File: src/rtl/mem_access.sv
// Pipeline M stage with a handshaked data-memory port: captures E-stage controls,
// holds the pipe while a load/store is outstanding and aborts it after TIMEOUT cycles.
module mem_access #(
    parameter int unsigned TIMEOUT = 255
) (
    input  logic        clk,
    input  logic        rst,
    input  logic        stallM,
    input  logic        flushM,
    input  logic        RegWriteE,
    input  logic        MemWriteE,
    input  logic        jumpE,
    input  logic [3:0]  MemtoRegE,
    input  logic [4:0]  WriteRegE,
    input  logic [31:0] ALUMultOutE,
    input  logic [31:0] WriteDataE,
    input  logic [31:0] PCPlus8E,
    output logic        RegWriteM,
    output logic        jumpM,
    output logic [3:0]  MemtoRegM,
    output logic [4:0]  WriteRegM,
    output logic [31:0] ReadDataM,
    output logic [31:0] ALUMultOutM,
    output logic [31:0] PCPlus8M,
    output logic        memBusyM,
    output logic        dmem_req,
    output logic        dmem_we,
    output logic [31:0] dmem_addr,
    output logic [31:0] dmem_wdata,
    input  logic        dmem_ack,
    input  logic [31:0] dmem_rdata,
    output logic        dmem_err
);

    localparam int CW = (TIMEOUT > 1) ? $clog2(TIMEOUT) : 1;
    localparam logic [CW-1:0] CNT_LAST = CW'(TIMEOUT - 1);

    typedef enum logic [1:0] {IDLE, ACCESS, ERROR} state_t;

    state_t        state_q, state_d;
    logic [CW-1:0] cnt_q, cnt_d;
    logic          reg_write_q, reg_write_d;
    logic          mem_write_q, mem_write_d;
    logic [31:0]   read_data_q, read_data_d;
    logic          busy_q, busy_d;
    logic          req_q, req_d;
    logic          we_q, we_d;
    logic          err_q, err_d;
    logic          capture;

    logic          jump_q;
    logic [3:0]    mem_to_reg_q;
    logic [4:0]    write_reg_q;
    logic [31:0]   alu_q, wdata_q, pc8_q;

    always_comb begin
        state_d     = state_q;
        cnt_d       = cnt_q;
        reg_write_d = reg_write_q;
        mem_write_d = mem_write_q;
        read_data_d = read_data_q;
        capture     = 1'b0;
        case (state_q)
            IDLE: begin
                // Busy is low only in IDLE, so this is the only place a capture can happen.
                if (!stallM) begin
                    capture     = 1'b1;
                    reg_write_d = RegWriteE & ~flushM;
                    mem_write_d = MemWriteE & ~flushM;
                    cnt_d       = '0;
                    if (!flushM && (MemtoRegE[1:0] == 2'b11 || MemWriteE))
                        state_d = ACCESS;
                end
            end
            ACCESS: begin
                if (dmem_ack) begin
                    state_d = IDLE;
                    if (mem_to_reg_q[1:0] == 2'b11)
                        read_data_d = dmem_rdata;
                end else if (cnt_q == CNT_LAST) begin
                    state_d     = ERROR;
                    reg_write_d = 1'b0;
                end else begin
                    cnt_d = cnt_q + 1'b1;
                end
            end
            ERROR: begin
                state_d = IDLE;
                cnt_d   = '0;
            end
            default: state_d = IDLE;
        endcase
        busy_d = (state_d != IDLE);
        req_d  = (state_d == ACCESS);
        we_d   = (state_d == ACCESS) && mem_write_d;
        err_d  = (state_d == ERROR);
    end

    // NOTE: sequential state uses non-blocking assignments only; all next-state logic lives in always_comb.
    always_ff @(posedge clk or negedge rst) begin
        if (!rst) begin
            state_q     <= IDLE;
            cnt_q       <= '0;
            reg_write_q <= 1'b0;
            mem_write_q <= 1'b0;
            read_data_q <= '0;
            busy_q      <= 1'b0;
            req_q       <= 1'b0;
            we_q        <= 1'b0;
            err_q       <= 1'b0;
        end else begin
            state_q     <= state_d;
            cnt_q       <= cnt_d;
            reg_write_q <= reg_write_d;
            mem_write_q <= mem_write_d;
            read_data_q <= read_data_d;
            busy_q      <= busy_d;
            req_q       <= req_d;
            we_q        <= we_d;
            err_q       <= err_d;
        end
    end

    // NOTE: pure datapath registers carry no reset; they are meaningless until the first capture.
    always_ff @(posedge clk) begin
        if (capture) begin
            jump_q       <= jumpE;
            mem_to_reg_q <= MemtoRegE;
            write_reg_q  <= WriteRegE;
            alu_q        <= ALUMultOutE;
            wdata_q      <= WriteDataE;
            pc8_q        <= PCPlus8E;
        end
    end

    assign RegWriteM   = reg_write_q & ~busy_q;
    assign jumpM       = jump_q;
    assign MemtoRegM   = mem_to_reg_q;
    assign WriteRegM   = write_reg_q;
    assign ReadDataM   = read_data_q;
    assign ALUMultOutM = alu_q;
    assign PCPlus8M    = pc8_q;
    assign memBusyM    = busy_q;
    assign dmem_req    = req_q;
    assign dmem_we     = we_q;
    assign dmem_addr   = alu_q;
    assign dmem_wdata  = wdata_q;
    assign dmem_err    = err_q;

endmodule

File: config.mk
export PLATFORM = sky130hd
export DESIGN_NAME = mem_access
export DESIGN_NICKNAME = d
export VERILOG_FILES = /design/src/rtl/mem_access.sv
export SDC_FILE = /design/constraint.sdc
export NUM_CORES = 1
export LEC_CHECK = 0
export BUFFER_PORTS_ARGS = -buffer_cell sky130_fd_sc_hd__clkbuf_2
export CORE_AREA = 2 2 125 127
export CTS_BUF_LIST = sky130_fd_sc_hd__clkbuf_16
export DETAILED_ROUTE_END_ITERATION = 6
export DIE_AREA = 0 0 127 129
export PLACE_DENSITY_LB_ADDON = 0.25
export SETUP_SLACK_MARGIN = 0.4
export SLEW_MARGIN = 20
export SYNTH_ARGS = -nofsm -noshare
export SYNTH_HDL_FRONTEND = slang
export SYNTH_SLANG_ARGS = --single-unit
File: constraint.sdc
create_clock -name clk -period 13.8 [get_ports clk]
set_input_delay 2.76 -clock clk [delete_from_list [all_inputs] [get_ports clk]]
set_output_delay 2.76 -clock clk [all_outputs]
set_load 0.01 [all_outputs]
======== After elaboration in Yosys (flattened, before gate mapping) ========
Index checks and enable logic that the tools add are counted.
word-level totals
  flip-flop bits (word level) ............. 154
  bits of input ports ..................... 145
  output and inout port bits .............. 175
  logic and storage cells ................. 60
operators by class
  add/subtract/negate cells ............... 1
  equal/unequal tests ..................... 11
  mux-type cells .......................... 17
  bitwise operators ....................... 5
  reduce and logical (&&, ||, !) cells .... 11
operators by type and width
  kind                 number
  $mux 8               3
  $pmux 8 s3           1
  $add 8x1->8 const B  1
  $eq 2x2->1 const B   4
  $eq 8x8->1 const B   1
  $mux 2               4
  $ne 2x2->1 const B   4
  $reduce_and 4->1     2
  $mux 1               7
  $eq 2x1->1 const B   2
  $pmux 2 s2           1
  $reduce_bool 2->1    2
  $and 1x1->1          3
  $reduce_and 3->1     1
  $reduce_bool 3->1    1
  $logic_and 1x1->1    2
  $logic_not 2->1      1
  $not 1->1            2
  $pmux 1 s2           1
  $logic_not 1->1      1
  $logic_or 1x1->1     1

======== Longest topological paths before layout ========
Gate-level depths: netlist of the first run.
  depth in word-level cells ............... 8
  mapped depth ............................ 6

======== Worst setup path before layout of the first run ========
Ideal clock, no wire load.
  path type ............................... input port to flip-flop
  start point ............................. input stallM
  end point ............................... register we_q, in the netlist dmem_we
  setup time .............................. 0.138 ns
  arrival time ............................ 10.586 ns
  setup slack ............................. 3.076 ns
  cell stages on the path ................. 3
  path buffers ............................ 0
  cell sequence ........................... nor3_1 -> nand2b_1 -> o21ai_0
on the way
  cells in the longest elaborated chain, start to end .. 4
  elaborated cells on any way between the ends .. 6
ends and longest elaborated chain
  item                    RTL line  text
  start: declaration      8         input logic stallM,
  $mux 2                  66        if (!stallM) begin
  $pmux 2 s2              63        case (state_q)
  $eq 2x1->1              95        we_d = (state_d == ACCESS) && mem_write_d;
  $logic_and 1x1->1 *     95
  net we_d                47        logic we_q, we_d;
  end signal: assignment  119       we_q <= we_d;
  end: declaration        47
The timed path passes the listed nets; every way through them passes the cells marked *.
A chain may end at the register's enable or synchronous reset.

======== Worst setup path in the final report of the first run ========
  start point ............................. input stallM
  end point ............................... register wdata_q[0], in the netlist dmem_wdata[0] (enable)
on the way
  cells in the longest elaborated chain, start to end .. 2
ends and longest elaborated chain
  item                    RTL line  text
  $mux 1                  66
  $mux 1                  63
  net capture             49        logic capture;
  end signal: assignment  131       wdata_q <= WriteDataE;
  end: declaration        54        logic [31:0] alu_q, wdata_q, pc8_q;
The timed path passes the listed nets, and every way through them passes these cells.

==> metrics.csv, run 1 <==
stage,metric,value,unit
timing,setup ws final,9.32,ns
synthesis,yosys warns,0,
timing,Setup TNS,0,ns
clock_network,htree depth,4,
floorplan,Initial Utilization,35.9,%
setup_path,crit path launch type,input pin,
place,dpl cells,756,
clock_network,Clock Latency Late Sink,0.42,ns
clock_network,clock sink count,154,
timing,final hold violation count,0,
global_route,antenna violations before repair,0,
synthesis,Cells after Synth,281,
detailed_routing,Post-DRT Antenna Nets,0,
synthesis,mapped cell area,5380,um2
timing,RSZ-0062 raised after global routing,no,
global_route,met2 Usage GRT,28.0,%
floorplan,# IOs,320,
clock_network,"Setup Fix Bufs, Post-CTS",0,
setup_path,crit path max fanout,59,
synthesis,register area share after synthesis,81.5,%
outcome,status,"complete, no violations",
detailed_routing,number of remaining DRC errors,0,
synthesis,share of the synthesized area in the top cell type,59.1,%
power_and_ir_drop,P_leak,3.49,nW
hold_path,Hold Path Origin,mem_write_q,
setup_path,nature of the critical path endpoint,register,
clock_network,CTS tree,done,
setup_path,R2R depth,3,
timing,"Slew Viols, Final",0,
detailed_routing,drt via density,4.48,
setup_path,RR Startpoint,state_q[0],
finish,post-route insts no fill,787,
synthesis,Synthesized Nets,428,
run,Max-Cap Viols,0,
setup_path,CP required,13.84,ns
detailed_routing,drt total wl,13.6,mm
setup_path,arrival time at the worst endpoint,4.52,ns
synthesis,Mean Syn Cell Area,19.2,um2
timing,post-layout min period,4.48,ns
clock_network,post-CTS sizing,0,
detailed_routing,number of vias in the routed layout,3529,
global_route,first-pass GRT wire length,19.5,mm
floorplan,Die ar.,16400,um2
clock_network,CTS Buffer Depth,2,
finish,layout cells sized above 1,64.4,%
clock_network,Root Driver,clkbuf_16,
timing,Clock Skews,0.00898,ns
clock_network,hold buffers post-CTS,0,
detailed_routing,WL per Instance,17.3,um
finish,Area growth syn-to-layout,39.2,%
global_route,grt ovf,0,
detailed_routing,initial DRC count,202,
timing,max_slew headroom,51.8,%
detailed_routing,drt first pass iters,4,
clock_network,Clock transition at path regs,0.06,ns
setup_path,flop2flop setup slack,11.20,ns
global_route,largest net degree at the start of global routing,60,
finish,ant diodes,0,
clock_network,CTS buffer count,17,
finish,post-layout util,50.0,%
global_route,gr busiest metal,met2,
setup_path,r2r endpoint,dmem_wdata[0],
hold_path,worst hold path class,register to register,
hold_path,Hold Path Depth,2,
power_and_ir_drop,Max IR drop VDD,0.0000728,V
floorplan,core area,15000,um2
synthesis,register bit total from synthesis,154,
synthesis,"area leader, netlist",edfxtp_1,
place,Place WS,8.83,ns
timing,Tcrit/Tclk final,32.5,%
timing,fmax,0.223,GHz
floorplan,FP Rows,45,
floorplan,chip height,129,um
place,Post-DP Area,6980,um2
synthesis,largest cells by area after synthesis,"edfxtp_1, dfrtp_1, mux2_2",
place,RePlAce Congestion,0.769,
setup_path,CP Class,input pin to register,
floorplan,Die Wd,127,um
global_route,GR met1 Demand/Resource,17.7,%
synthesis,synth unique cells,31,
global_route,vias in the first global route,3565,
finish,Post-Layout Inst Area,7490,um2
finish,Layout Nets,734,
power_and_ir_drop,P per Cell Area,154,nW/um2
place,Port Buffers,319,
hold_path,Hold Path End,mem_write_q,
place,dpl hpwl,10.4,mm
timing,worst slew pin tran,0.723,ns
timing,Final Setup Violations,0,
global_route,Overall Global Routing Usage,16.2,%
global_route,GRT met3 Usage,7.36,%
[report_power, final]
part	switching, W	internal, W	total (W)
sequential	0.0000277	0.000558	0.000585
combinational	0.0000866	0.0000778	0.000164
clock	0.000176	0.000225	0.000402
[area by class of cell]
cell class / instances / area (um2)
clock inverter: 14 / 82.6
clock buffer: 17 / 425
tap: 188 / 235
sequential: 154 / 4380
fill: 1343 / 7490
multi-input combinational: 88 / 723
inverter: 3 / 11.3
timing repair buffer: 323 / 1630
[cells by family (layout without fill, tap and decap cells)]
family / count (synthesis) / in the layout / synth area share [%]
AO/OA/AOI/OAI: 17 / 17 / 2.05
XOR/XNOR: 1 / 1 / 0.163
adder cells (fa/ha/maj): 2 / 2 / 0.465
buffers and inverters: 39 / 357 / 5.18
flip-flops: 154 / 154 / 81.5
multiplexers: 34 / 34 / 7.07
AND/OR/NAND/NOR: 34 / 34 / 3.60
[worst max-delay path, stage by stage]
cell and delay, ns:
clkbuf_2 0.12, nor3_2 0.31, buf_4 0.57, buf_4 0.69
[layout by cell type (no fill, tap or decap), types with 2 or more instances in the layout]
cell type   count
clkbuf_2      319
inv_6           2
o21ai_0         6
mux2_1          2
nand4_1         4
clkbuf_16      17
clkinv_2        7
nor2_1          4
a21oi_1         3
nand2_1        10
nand2b_1        2
dfrtp_1        48
nor4_1          2
buf_4           4
clkinvlp_4      3
mux2i_1         2
inv_1           4
nor3_1          2
ha_1            2
a21o_1          2
edfxtp_1      106
nand3_1         4
mux2_2         30
[synthesized netlist by cell type (all sizes together)]
library cell,instances
nor2b,1
a311oi,2
dfrtp,48
a21oi,3
mux2i,2
nand3,4
mux2,32
and4,1
a22oi,1
nand4bb,1
o21ai,7
nor4,2
nand4,4
a211oi,1
ha,2
nor2,5
xnor2,1
nor3b,1
edfxtp,106
a21o,2
inv,3
nand2b,2
nor3,3
buf,36
a31oi,1
nand2,10
[metrics by stage]
stage | power (W) | hold WS, ns
final | 0.00115 | 0.471
after global routing | 0.00121 | 0.512
after CTS | 0.00117 | 0.473
after detailed placement | 0.000761 | 0.458
after global placement | 0.000757 | 0.450
after floorplan | 0.000675 | 0.437
[flip-flops by register name, indices dropped and copies added, names as in the netlist]
name and count:
cnt_q 8, ReadDataM 32, mem_write_q 1, dmem_err 1, MemtoRegM 4, reg_write_q 1, dmem_req 1, memBusyM 1
state_q 2, WriteRegM 5, jumpM 1, PCPlus8M 32, ALUMultOutM 32, dmem_wdata 32, dmem_we 1
[how the worst max path moves through the flow]
stage | start | end | slack, ns
finish | stallM | dmem_wdata[0] | 9.32
global route | stallM | dmem_wdata[13] | 9.18
CTS | stallM | dmem_wdata[0] | 9.30
detailed placement | stallM | WriteRegM[3] | 8.83
global placement | stallM | PCPlus8M[9] | 8.97
floorplan | stallM | dmem_we | 3.08
[layer usage]
layer,up-vias,wire length (um)
met3,13,1370
li1,1625,-
met5,-,0
met2,194,7120
met1,1697,4940
met4,0,161
Note: power is estimated with default switching activity, not from simulation.
==> run 2: changes to the inputs <==
Clock period 13.8 ns to 4.3 ns, I/O delays scaled along.
==> run 2 against run 1 <==
  * Count of clock-buffer cells in the layout unchanged
  * Largest power group unchanged
  * Clock power rose to 3.8 times the previous value
  * Sequential power rose to 3.2 times the previous value
  * Clock skew about the same
  * Critical endpoint is now RegWriteM
  * Critical path depth down 2
==> metrics.csv, run 2 (same netlist as run 1, synthesis figures left out) <==
stage,metric,value,unit,change
outcome,status,"complete, no violations",,
power_and_ir_drop,Max IR drop VDD,0.000256,V,+250%
power_and_ir_drop,P_leak,3.54,nW,+1.4%
floorplan,# IOs,320,,unchanged
detailed_routing,number of vias in the routed layout,3519,,-0.28%
timing,worst slew pin tran,0.606,ns,-0.117 ns
timing,"Slew Viols, Final",0,,unchanged
finish,most frequent cells in the layout,"clkbuf_2, edfxtp_1, dfrtp_1",,
finish,Layout Nets,733,,-0.14%
detailed_routing,drt total wl,13.5,mm,-0.80%
global_route,antenna violations before repair,0,,unchanged
power_and_ir_drop,P per Cell Area,518,nW/um2,+240%
clock_network,clock sink count,154,,unchanged
global_route,vias in the first global route,3514,,-1.4%
timing,final hold violation count,0,,unchanged
floorplan,chip height,129,um,unchanged
clock_network,CTS tree,done,,
setup_path,crit path max fanout,3,,-95%
finish,Area growth syn-to-layout,41.1,%,
detailed_routing,initial DRC count,126,,-38%
clock_network,post-CTS sizing,0,,unchanged
run,Max-Cap Viols,0,,unchanged
finish,"commonest non-fill, non-tap cell in the layout",clkbuf_2,,
floorplan,Die ar.,16400,um2,unchanged
finish,ant diodes,0,,unchanged
place,RePlAce Congestion,0.775,,+0.85%
setup_path,arrival time at the worst endpoint,1.06,ns,-3.46 ns
floorplan,Initial Utilization,35.9,%,unchanged
power_and_ir_drop,Power Total,0.00394,W,+240%
floorplan,Die Wd,127,um,unchanged
timing,Final Setup Violations,0,,unchanged
global_route,grt ovf,0,,unchanged
timing,Clock Skews,0.00858,ns,-0.000394 ns
hold_path,worst hold path class,register to register,,
global_route,largest net degree at the start of global routing,108,,+80%
detailed_routing,number of remaining DRC errors,0,,unchanged
clock_network,hold buffers post-CTS,0,,unchanged
floorplan,core area,15000,um2,unchanged
global_route,first-pass GRT wire length,19.3,mm,-0.92%
timing,max_slew headroom,59.6,%,+7.8 points
setup_path,CP Class,register to primary output,,
clock_network,CTS Buffer Depth,2,,unchanged
clock_network,Clock transition at path regs,0.06,ns,about the same
timing,RSZ-0062 raised after global routing,no,,
setup_path,nature of the critical path endpoint,primary output,,
finish,Filler cells,1290,,-3.9%
timing,post-layout min period,1.92,ns,
place,dpl hpwl,10.2,mm,-1.7%
detailed_routing,Post-DRT Antenna Nets,0,,unchanged
clock_network,Root Driver,clkbuf_16,,
timing,Tcrit/Tclk final,44.7,%,
detailed_routing,drt first pass iters,4,,unchanged
clock_network,htree depth,4,,unchanged
clock_network,"Setup Fix Bufs, Post-CTS",0,,unchanged
timing,Setup TNS,0,ns,unchanged
global_route,Overall Global Routing Usage,15.9,%,-0.35 points
detailed_routing,drt via density,4.48,,-0.16%
setup_path,crit path launch type,register,,
setup_path,CP required,3.44,ns,-10.40 ns
timing,fmax,0.520,GHz,
place,Port Buffers,319,,unchanged
finish,layout cells sized above 1,64.2,%,-0.23 points
floorplan,FP Rows,45,,unchanged
clock_network,CTS buffer count,17,,unchanged
detailed_routing,WL per Instance,17.1,um,-0.68%
clock_network,Clock Latency Late Sink,0.41,ns,about the same
[run 2: cell count changes in the layout (fill, tap and decap cells not counted)]
cell	before	now
clkinv_4	0	1
buf_12	0	1
clkinv_2	7	4
clkinv_1	1	2
nor3_4	0	1
buf_4	4	2
bufinv_16	0	4
nor3_2	1	0
clkinvlp_4	3	0
[run 2: final timing paths]
path                             startpoint             to  slack [ns]  depth (start not counted)
worst max-delay path            reg_write_q      RegWriteM        2.38                          2
worst min-delay path            mem_write_q    mem_write_q        0.48                          2
worst max register to register   state_q[0]  ReadDataM[19]        2.55                          4
worst min register to register  mem_write_q    mem_write_q        0.48                          2
max in group asynchronous               rst  ReadDataM[11]        3.35                          2
min in group asynchronous               rst  ReadDataM[31]        0.54                          2
[run 2: metal layers]
metal | vias to the layer above | GRT usage [%] | share of wire (%)
met4 | 0 | 5.62 | 1.3
met5 | - | 0 | 0
met2 | 190 | 27.7 | 52
met3 | 17 | 6.82 | 10
met1 | 1680 | 17.4 | 36
li1 | 1632 | - | -
[run 2: where the power goes]
group / total (W) / switching [W] / internal (W)
clock: 0.00153 / 0.000566 / 0.000961
combinational: 0.000533 / 0.000281 / 0.000252
sequential: 0.00188 / 0.0000882 / 0.00179
[run 2: final cells by class]
cell class | instances | area (um2) | share of cell area, %
clock buffer | 17 | 425 | 5.60
clock inverter | 14 | 178 | 2.34
inverter | 3 | 11.3 | 0.148
multi-input combinational | 88 | 729 | 9.60
sequential | 154 | 4380 | 57.7
tap | 188 | 235 | 3.10
timing repair buffer | 322 | 1630 | 21.5
[run 2: worst max-delay path: stages (launching register included)]
cell      delay [ns]
dfrtp_1         0.36
nor2b_1         0.15
clkbuf_2        0.14
[run 2: stage by stage]
step	std cells	hold WS [ns]	worst slack [ns]	cell area, um2	utilization, %
after detailed placement	755	0.474	2.17	6990	46.7
after floorplan	281	0.437	0.452	5390	-
after global placement	755	0.465	2.25	6990	46.7
after CTS	786	0.490	2.35	7590	50.7
after global routing	786	0.512	2.30	7590	50.7
final	786	0.483	2.38	7590	50.7
